### src/rtl/mmio_console_pkg.sv
// ==================================================================
// mmio_console_pkg : MMIO addresses, STATUS layout, done-flag states
// Revision 1.0
// ==================================================================
`timescale 1ns/1ps
`default_nettype none

package mmio_console_pkg;

    localparam logic [31:0] MMIO_PRINT_ADDR  = 32'h1000_0000;
    localparam logic [31:0] MMIO_DONE_ADDR   = 32'h1000_0004;
    localparam logic [31:0] MMIO_STATUS_ADDR = 32'h1000_0008;

    localparam int STATUS_COUNT_LSB = 0;
    localparam int STATUS_FULL_BIT  = 8;
    localparam int STATUS_EMPTY_BIT = 9;
    localparam int STATUS_DONE_BIT  = 10;
    localparam int STATUS_DROP_LSB  = 16;

    typedef enum logic {
        DONE_IDLE = 1'b0,
        DONE_SET  = 1'b1
    } done_state_e;

    function automatic logic [31:0] status_word(
        input logic [7:0]  count,
        input logic        full,
        input logic        empty,
        input logic        done,
        input logic [15:0] drop
    );
        logic [31:0] w;
        w = '0;
        w[STATUS_COUNT_LSB +: 8] = count;
        w[STATUS_FULL_BIT]       = full;
        w[STATUS_EMPTY_BIT]      = empty;
        w[STATUS_DONE_BIT]       = done;
        w[STATUS_DROP_LSB +: 16] = drop;
        return w;
    endfunction

endpackage

`default_nettype wire

### src/rtl/mmio_console_if.sv
// ==================================================================
// mmio_console_if : CPU data-bus slice plus the console output stream
// Revision 1.0
// ==================================================================
`timescale 1ns/1ps
`default_nettype none

interface mmio_console_if;
    logic [31:0] memory_address;
    logic        memory_write_enable;
    logic [31:0] memory_write_data;
    logic        memory_read_enable;
    logic        mmio_hit;
    logic [31:0] mmio_read_data;
    logic        out_valid;
    logic [31:0] out_data;
    logic        out_ready;

    modport master (
        output memory_address, memory_write_enable, memory_write_data,
               memory_read_enable, out_ready,
        input  mmio_hit, mmio_read_data, out_valid, out_data
    );

    modport slave (
        input  memory_address, memory_write_enable, memory_write_data,
               memory_read_enable, out_ready,
        output mmio_hit, mmio_read_data, out_valid, out_data
    );
endinterface

`default_nettype wire

### src/rtl/mmio_console_sync_fifo.sv
// ==================================================================
// sync_fifo : single-clock FIFO, head word presented combinationally
// Revision 1.0
// ==================================================================
`timescale 1ns/1ps
`default_nettype none

module sync_fifo #(
    parameter  int WIDTH = 32,
    parameter  int DEPTH = 8,
    localparam int AW    = $clog2(DEPTH),
    localparam int CW    = AW + 1
) (
    input  wire logic             clk,
    input  wire logic             n_rst,
    input  wire logic             push_i,
    input  wire logic [WIDTH-1:0] data_i,
    input  wire logic             pop_i,
    output logic                  full_o,
    output logic                  empty_o,
    output logic [CW-1:0]         count_o,
    output logic [WIDTH-1:0]      head_o
);

    localparam logic [CW-1:0] FULL_COUNT = CW'(DEPTH);

    logic [WIDTH-1:0] mem_q [DEPTH];
    logic [AW-1:0]    wr_ptr_q;
    logic [AW-1:0]    rd_ptr_q;
    logic [CW-1:0]    count_q;
    logic             w_do_push;
    logic             w_do_pop;

    assign full_o    = (count_q == FULL_COUNT);
    assign empty_o   = (count_q == '0);
    assign count_o   = count_q;
    assign w_do_pop  = pop_i && !empty_o;
    assign w_do_push = push_i && (!full_o || w_do_pop);
    // Head reads as zero when empty so the stream data is clean after reset.
    assign head_o    = empty_o ? '0 : mem_q[rd_ptr_q];

    always_ff @(posedge clk) begin
        if (w_do_push) begin
            mem_q[wr_ptr_q] <= data_i;
        end
    end

    always_ff @(posedge clk or negedge n_rst) begin
        if (!n_rst) begin
            wr_ptr_q <= '0;
            rd_ptr_q <= '0;
            count_q  <= '0;
        end else begin
            if (w_do_push) wr_ptr_q <= wr_ptr_q + 1'b1;
            if (w_do_pop)  rd_ptr_q <= rd_ptr_q + 1'b1;
            case ({w_do_push, w_do_pop})
                2'b10:   count_q <= count_q + 1'b1;
                2'b01:   count_q <= count_q - 1'b1;
                default: count_q <= count_q;
            endcase
        end
    end

endmodule

`default_nettype wire

### src/rtl/mmio_console.sv
// ==================================================================
// mmio_console : PRINT FIFO, sticky DONE/exit code, STATUS readback
// Revision 1.0
// ==================================================================
`timescale 1ns/1ps
`default_nettype none

module mmio_console
    import mmio_console_pkg::*;
#(
    parameter int DEPTH  = 8,
    parameter int DROP_W = 16
) (
    input  wire logic    clk,
    input  wire logic    n_rst,
    mmio_console_if.slave bus,
    output logic         done,
    output logic [31:0]  exit_code
);

    localparam int CW = $clog2(DEPTH) + 1;

    logic              w_hit_print;
    logic              w_hit_done;
    logic              w_hit_status;
    logic              w_push_req;
    logic              w_pop;
    logic              w_push;
    logic              w_drop;
    logic              w_full;
    logic              w_empty;
    logic [CW-1:0]     w_count;
    logic [31:0]       w_status;
    logic [DROP_W-1:0] drop_q;
    done_state_e       state_q;
    done_state_e       state_d;
    logic [31:0]       exit_code_q;
    logic [31:0]       exit_code_d;

    assign w_hit_print  = (bus.memory_address == MMIO_PRINT_ADDR);
    assign w_hit_done   = (bus.memory_address == MMIO_DONE_ADDR);
    assign w_hit_status = (bus.memory_address == MMIO_STATUS_ADDR);
    assign bus.mmio_hit = w_hit_print || w_hit_done || w_hit_status;

    // A full FIFO still takes a store when the head leaves on the same edge.
    assign w_push_req = bus.memory_write_enable && w_hit_print;
    assign w_pop      = bus.out_valid && bus.out_ready;
    assign w_push     = w_push_req && (!w_full || w_pop);
    assign w_drop     = w_push_req && w_full && !w_pop;

    sync_fifo #(
        .WIDTH (32),
        .DEPTH (DEPTH)
    ) u_fifo (
        .clk     (clk),
        .n_rst   (n_rst),
        .push_i  (w_push),
        .data_i  (bus.memory_write_data),
        .pop_i   (w_pop),
        .full_o  (w_full),
        .empty_o (w_empty),
        .count_o (w_count),
        .head_o  (bus.out_data)
    );

    assign bus.out_valid = !w_empty;

    always_ff @(posedge clk or negedge n_rst) begin
        if (!n_rst) begin
            drop_q <= '0;
        end else if (w_drop && (drop_q != '1)) begin
            drop_q <= drop_q + 1'b1;
        end
    end

    always_ff @(posedge clk or negedge n_rst) begin
        if (!n_rst) begin
            state_q     <= DONE_IDLE;
            exit_code_q <= '0;
        end else begin
            state_q     <= state_d;
            exit_code_q <= exit_code_d;
        end
    end

    always_comb begin
        state_d     = state_q;
        exit_code_d = exit_code_q;
        case (state_q)
            DONE_IDLE: begin
                if (bus.memory_write_enable && w_hit_done) begin
                    state_d     = DONE_SET;
                    exit_code_d = bus.memory_write_data;
                end
            end
            DONE_SET: begin
                state_d = DONE_SET;
            end
            default: begin
                state_d = DONE_IDLE;
            end
        endcase
    end

    assign done      = (state_q == DONE_SET);
    assign exit_code = exit_code_q;

    assign w_status = status_word(8'(w_count), w_full, w_empty, done, 16'(drop_q));
    assign bus.mmio_read_data = (bus.memory_read_enable && w_hit_status) ? w_status : '0;

endmodule

`default_nettype wire
### src/flat_wrapper.sv
// flat-port wrapper written by rule: the top's interface ports become plain ports
module mmio_console_flat import mmio_console_pkg::*;
#(
    parameter int DEPTH  = 8,
    parameter int DROP_W = 16
)
  (clk, n_rst, done, exit_code, bus_memory_address, bus_memory_write_enable, bus_memory_write_data, bus_memory_read_enable, bus_out_ready, bus_mmio_hit, bus_mmio_read_data, bus_out_valid, bus_out_data);
  mmio_console_if bus_i ();
  input  wire logic clk;
  input  wire logic n_rst;
  output logic done;
  output logic [31:0] exit_code;
  input wire logic [$bits(bus_i.memory_address)-1:0] bus_memory_address;
  input wire logic [$bits(bus_i.memory_write_enable)-1:0] bus_memory_write_enable;
  input wire logic [$bits(bus_i.memory_write_data)-1:0] bus_memory_write_data;
  input wire logic [$bits(bus_i.memory_read_enable)-1:0] bus_memory_read_enable;
  input wire logic [$bits(bus_i.out_ready)-1:0] bus_out_ready;
  output wire logic [$bits(bus_i.mmio_hit)-1:0] bus_mmio_hit;
  output wire logic [$bits(bus_i.mmio_read_data)-1:0] bus_mmio_read_data;
  output wire logic [$bits(bus_i.out_valid)-1:0] bus_out_valid;
  output wire logic [$bits(bus_i.out_data)-1:0] bus_out_data;
  assign bus_i.memory_address = bus_memory_address;
  assign bus_i.memory_write_enable = bus_memory_write_enable;
  assign bus_i.memory_write_data = bus_memory_write_data;
  assign bus_i.memory_read_enable = bus_memory_read_enable;
  assign bus_i.out_ready = bus_out_ready;
  assign bus_mmio_hit = bus_i.mmio_hit;
  assign bus_mmio_read_data = bus_i.mmio_read_data;
  assign bus_out_valid = bus_i.out_valid;
  assign bus_out_data = bus_i.out_data;
  mmio_console #(.DEPTH(DEPTH), .DROP_W(DROP_W)) u_core (.clk(clk), .n_rst(n_rst), .bus(bus_i), .done(done), .exit_code(exit_code));
endmodule
### config.mk
export PLATFORM = sky130hd
export DESIGN_NAME = mmio_console_flat
export DESIGN_NICKNAME = d
export VERILOG_FILES = /design/src/rtl/mmio_console_pkg.sv /design/src/rtl/mmio_console_if.sv /design/src/rtl/mmio_console_sync_fifo.sv /design/src/rtl/mmio_console.sv /design/src/flat_wrapper.sv
export SDC_FILE = /design/constraint.sdc
export NUM_CORES = 1
export LEC_CHECK = 0
export ABC_AREA = 1
export CAP_MARGIN = 0
export CORE_MARGIN = 2
export CORE_UTILIZATION = 45
export CTS_BUF_LIST = sky130_fd_sc_hd__clkbuf_2 sky130_fd_sc_hd__clkbuf_4 sky130_fd_sc_hd__clkbuf_8
export DETAILED_ROUTE_END_ITERATION = 8
export PLACE_DENSITY = 0.67
export SYNTH_ARGS = -nofsm -noshare
export SYNTH_HDL_FRONTEND = slang
export SYNTH_HIERARCHICAL = 1
export SYNTH_SLANG_ARGS = --single-unit
### constraint.sdc
create_clock -name clk -period 9.58 [get_ports clk]
set_clock_uncertainty 0.15 [all_clocks]
set_input_delay 0.958 -clock clk [delete_from_list [all_inputs] [get_ports clk]]
set_output_delay 0.958 -clock clk [all_outputs]
set_load 0.01 [all_outputs]
==> impl_metrics.tcl <==
set metrics [dict create \
    dr.pass1.iters 5 \
    rsz0062_at_grt "false" \
    crit_arrival_ps 4140 \
    async_flop_share_pct 18.7 \
    row_count 63 \
    antenna_left 0 \
    overflow 0 \
    crit_path_frequent_cell "o21ai_0" \
    area_growth_pct 21.3 \
    place_congestion 0.883 \
    place.detailed.hpwl_mm 18.6 \
    hold_ws_ps 319 \
    finalNetCount 1524 \
    yosys.area.top_type "edfxtp_1" \
    clk_pin_slew_ps 60 \
    regArea_um2 9170 \
    power.switching_w 0.00135 \
    min_path_type "flop to flop" \
    cts_root_buf "clkbuf_8" \
    max_freq_ghz 0.191 \
    post-route-min-period_ps 5240 \
    grt_usage_pct 20.7 \
    grt_antenna_before_repair 2 \
    leakage_nw 6.14 \
    yosys_warnings 6 \
    max_stage_delay_ps 850 \
    slew_headroom_pct 21.4 \
    wl_met1_mm 14.4 \
    cts_sinks 315 \
    critical_path.top_delay_family "buffers and inverters" \
    core_area_um2 29800 \
    wl_per_cell_um 17.3 \
    vias_per_cell 5.26 \
    worst_pin_slew_ps 1180 \
    drt_iter0_markers 900 \
    layout_commonest_cell "nor2_1" \
    ys.flop_type "edfxtp_1" \
    power.switching_fraction_pct 32.9 \
    path_buf_inv 3 \
    portBuffers 158 \
    rrSetupSlack_ps 4950 \
    cp_max_fo 72 \
    cts_max_level 2 \
    num_vias 9919 \
    vdd_drop_max_mv 0.144 \
    grt_max_degree 109 \
    clk_latency_ps 570 \
    synth_edf_count 256 \
    finalNonFillerCells 1884 \
    hold_buffers 0 \
    die_h_um 179 \
    cts_setup_buffers 0 \
    drive_gt1_share_pct 9.18 \
    initial_core_util_pct 46.0 \
    die_w_um 179 \
    cts_made_buffers 52 \
    grt_pass1_vias 9679 \
    drc 0 \
    crit_chain "clkinv_2, buf_4, o21ai_0, o21ai_1, o21ai_0, nor2_1, clkdlybuf4s50_1" \
    synth.distinct_cells 35 \
    multi_input_area_um2 3930 \
    yosysSeqAreaShare_pct 66.8 \
    slew_viol_final 0 \
    grt_pass1_wl_mm 51.3 \
    p_int_w 0.00277 \
    power_density_nw_per_um2 248 \
    yosys.area.top_type_share_pct 56.0 \
    hold_viol_final 0 \
    cts_tree "done" \
    layout_common_cells "nor2_1, edfxtp_1, nand2_1" \
    syn_inst 1298 \
    required_ps 8470 \
    pwr-share-seq_pct 38.0 \
    routed_wl_mm 32.6 \
    setup_viol 0 \
    post_cts_resize_count 0 \
    dr_wl_met3_mm 2.64 \
    final.setup.tns_ps 0 \
    nFillCells 2579 \
    ys_ff_latch 315 \
    fin_util_pct 55.8 \
    routed.top_layer "met4" \
    comb_power_share_pct 31.3 \
    die_area_um2 31900 \
    total_power_w 0.00412 \
    cp-start-kind "flop" \
    dp.cells 1785 \
    dr_wl_met2_mm 14.7 \
    io_pins 168 \
    synth_area_leaders "edfxtp_1, dfrtp_1, nor2_1" \
    status "completed" \
    cap_viol_max_count 0 \
    synth_area_per_cell_um2 10.6 \
    cpMaxStageDelayCell "dfrtp_4" \
    path_class "flop to output pin" \
    clkPwrFrac_pct 30.7 \
    crit_path_end_kind "output pin" \
    finalCritPeriodShare_pct 54.7 \
    ctsLongestPathBuffers 3 \
    syn_area_um2 13700 \
]
[power groups by stage]
stage | Sequential [W] | Combinational, W | Clock (W)
2_1_floorplan | 0.00154 | 0.000858 | 0
3_3_place_gp | 0.00159 | 0.00127 | 0
3_5_place_dp | 0.00159 | 0.00129 | 0
4_1_cts | 0.00157 | 0.00130 | 0.00129
5_1_grt | 0.00157 | 0.00145 | 0.00135
6_report | 0.00157 | 0.00129 | 0.00127
[metal layers]
layer | up-vias | GRT usage [%]
met3 | 59 | 5.46
li1 | 4745 | -
met5 | - | 0
met1 | 4771 | 28.0
met4 | 0 | 6.78
met2 | 344 | 32.5
[cells in the mapped netlist (5+ instances only)]
master	number
xor2_1	12
ha_1	5
buf_2	18
o21ai_0	162
edfxtp_1	256
nor3_1	7
nand3_1	19
buf_4	19
clkbuf_2	6
o21ai_1	66
nand4_1	54
inv_1	58
clkbuf_1	28
nand2_1	166
dfrtp_1	59
nor2_1	326
[worst register-to-register path, cell delays in order, from the launching register on]
cell	delay [ps]
dfrtp_1	470
nor2_1	100
nand2_2	660
inv_1	140
nor2_1	280
nor2_2	220
nor3_1	640
nand3_1	530
nor2_4	1040
[layout make-up]
class,instances,share of cell area (%)
antenna,2,0.0301
clock buffer,84,6.05
clock inverter,13,0.887
inverter,63,1.43
multi-input combinational,848,23.6
sequential,315,55.1
tap,390,2.93
timing repair buffer,169,9.96
[path summary, 6_finish.rpt]
check / end / start / cells past startpoint
max: bus_out_data[10] / u_core/u_fifo/rd_ptr_q[0] / 7
min: u_core/exit_code[10] / u_core/exit_code[10] / 2
max reg2reg: u_core/u_fifo/mem_q[6][20] / u_core/u_fifo/count_o[0] / 8
min reg2reg: u_core/exit_code[10] / u_core/exit_code[10] / 2
max in group asynchronous: u_core/u_fifo/rd_ptr_q[1] / n_rst / 1
min in group asynchronous: u_core/drop_q[15] / n_rst / 1
[metrics by stage]
| stage | area (µm²) | setup WS, ps |
|---|---|---|
| after floorplan | 13700 | 4570 |
| after global placement | 15500 | 4940 |
| after detailed placement | 15500 | 4900 |
| after CTS | 16600 | 4310 |
| after global routing | 16600 | 3950 |
| final | 16600 | 4340 |
[cells by family after synthesis]
logic type	count (synthesis)	share of synthesized area (%)
AND/OR/NAND/NOR	589	18.2
flip-flops	315	66.8
AO/OA/AOI/OAI	231	8.43
buffers and inverters	143	5.15
XOR/XNOR	13	0.830
adder cells (fa/ha/maj)	6	0.602
other	1	0.0273
[state kept, by name, indices dropped and copies added, names as in the netlist]
register                flops
u_core/exit_code           32
u_core/done                 1
u_core/u_fifo/rd_ptr_q      3
u_core/drop_q              16
u_core/u_fifo/mem_q       256
u_core/u_fifo/count_o       4
u_core/u_fifo/wr_ptr_q      3
Note: power is estimated with default switching activity, not from simulation.
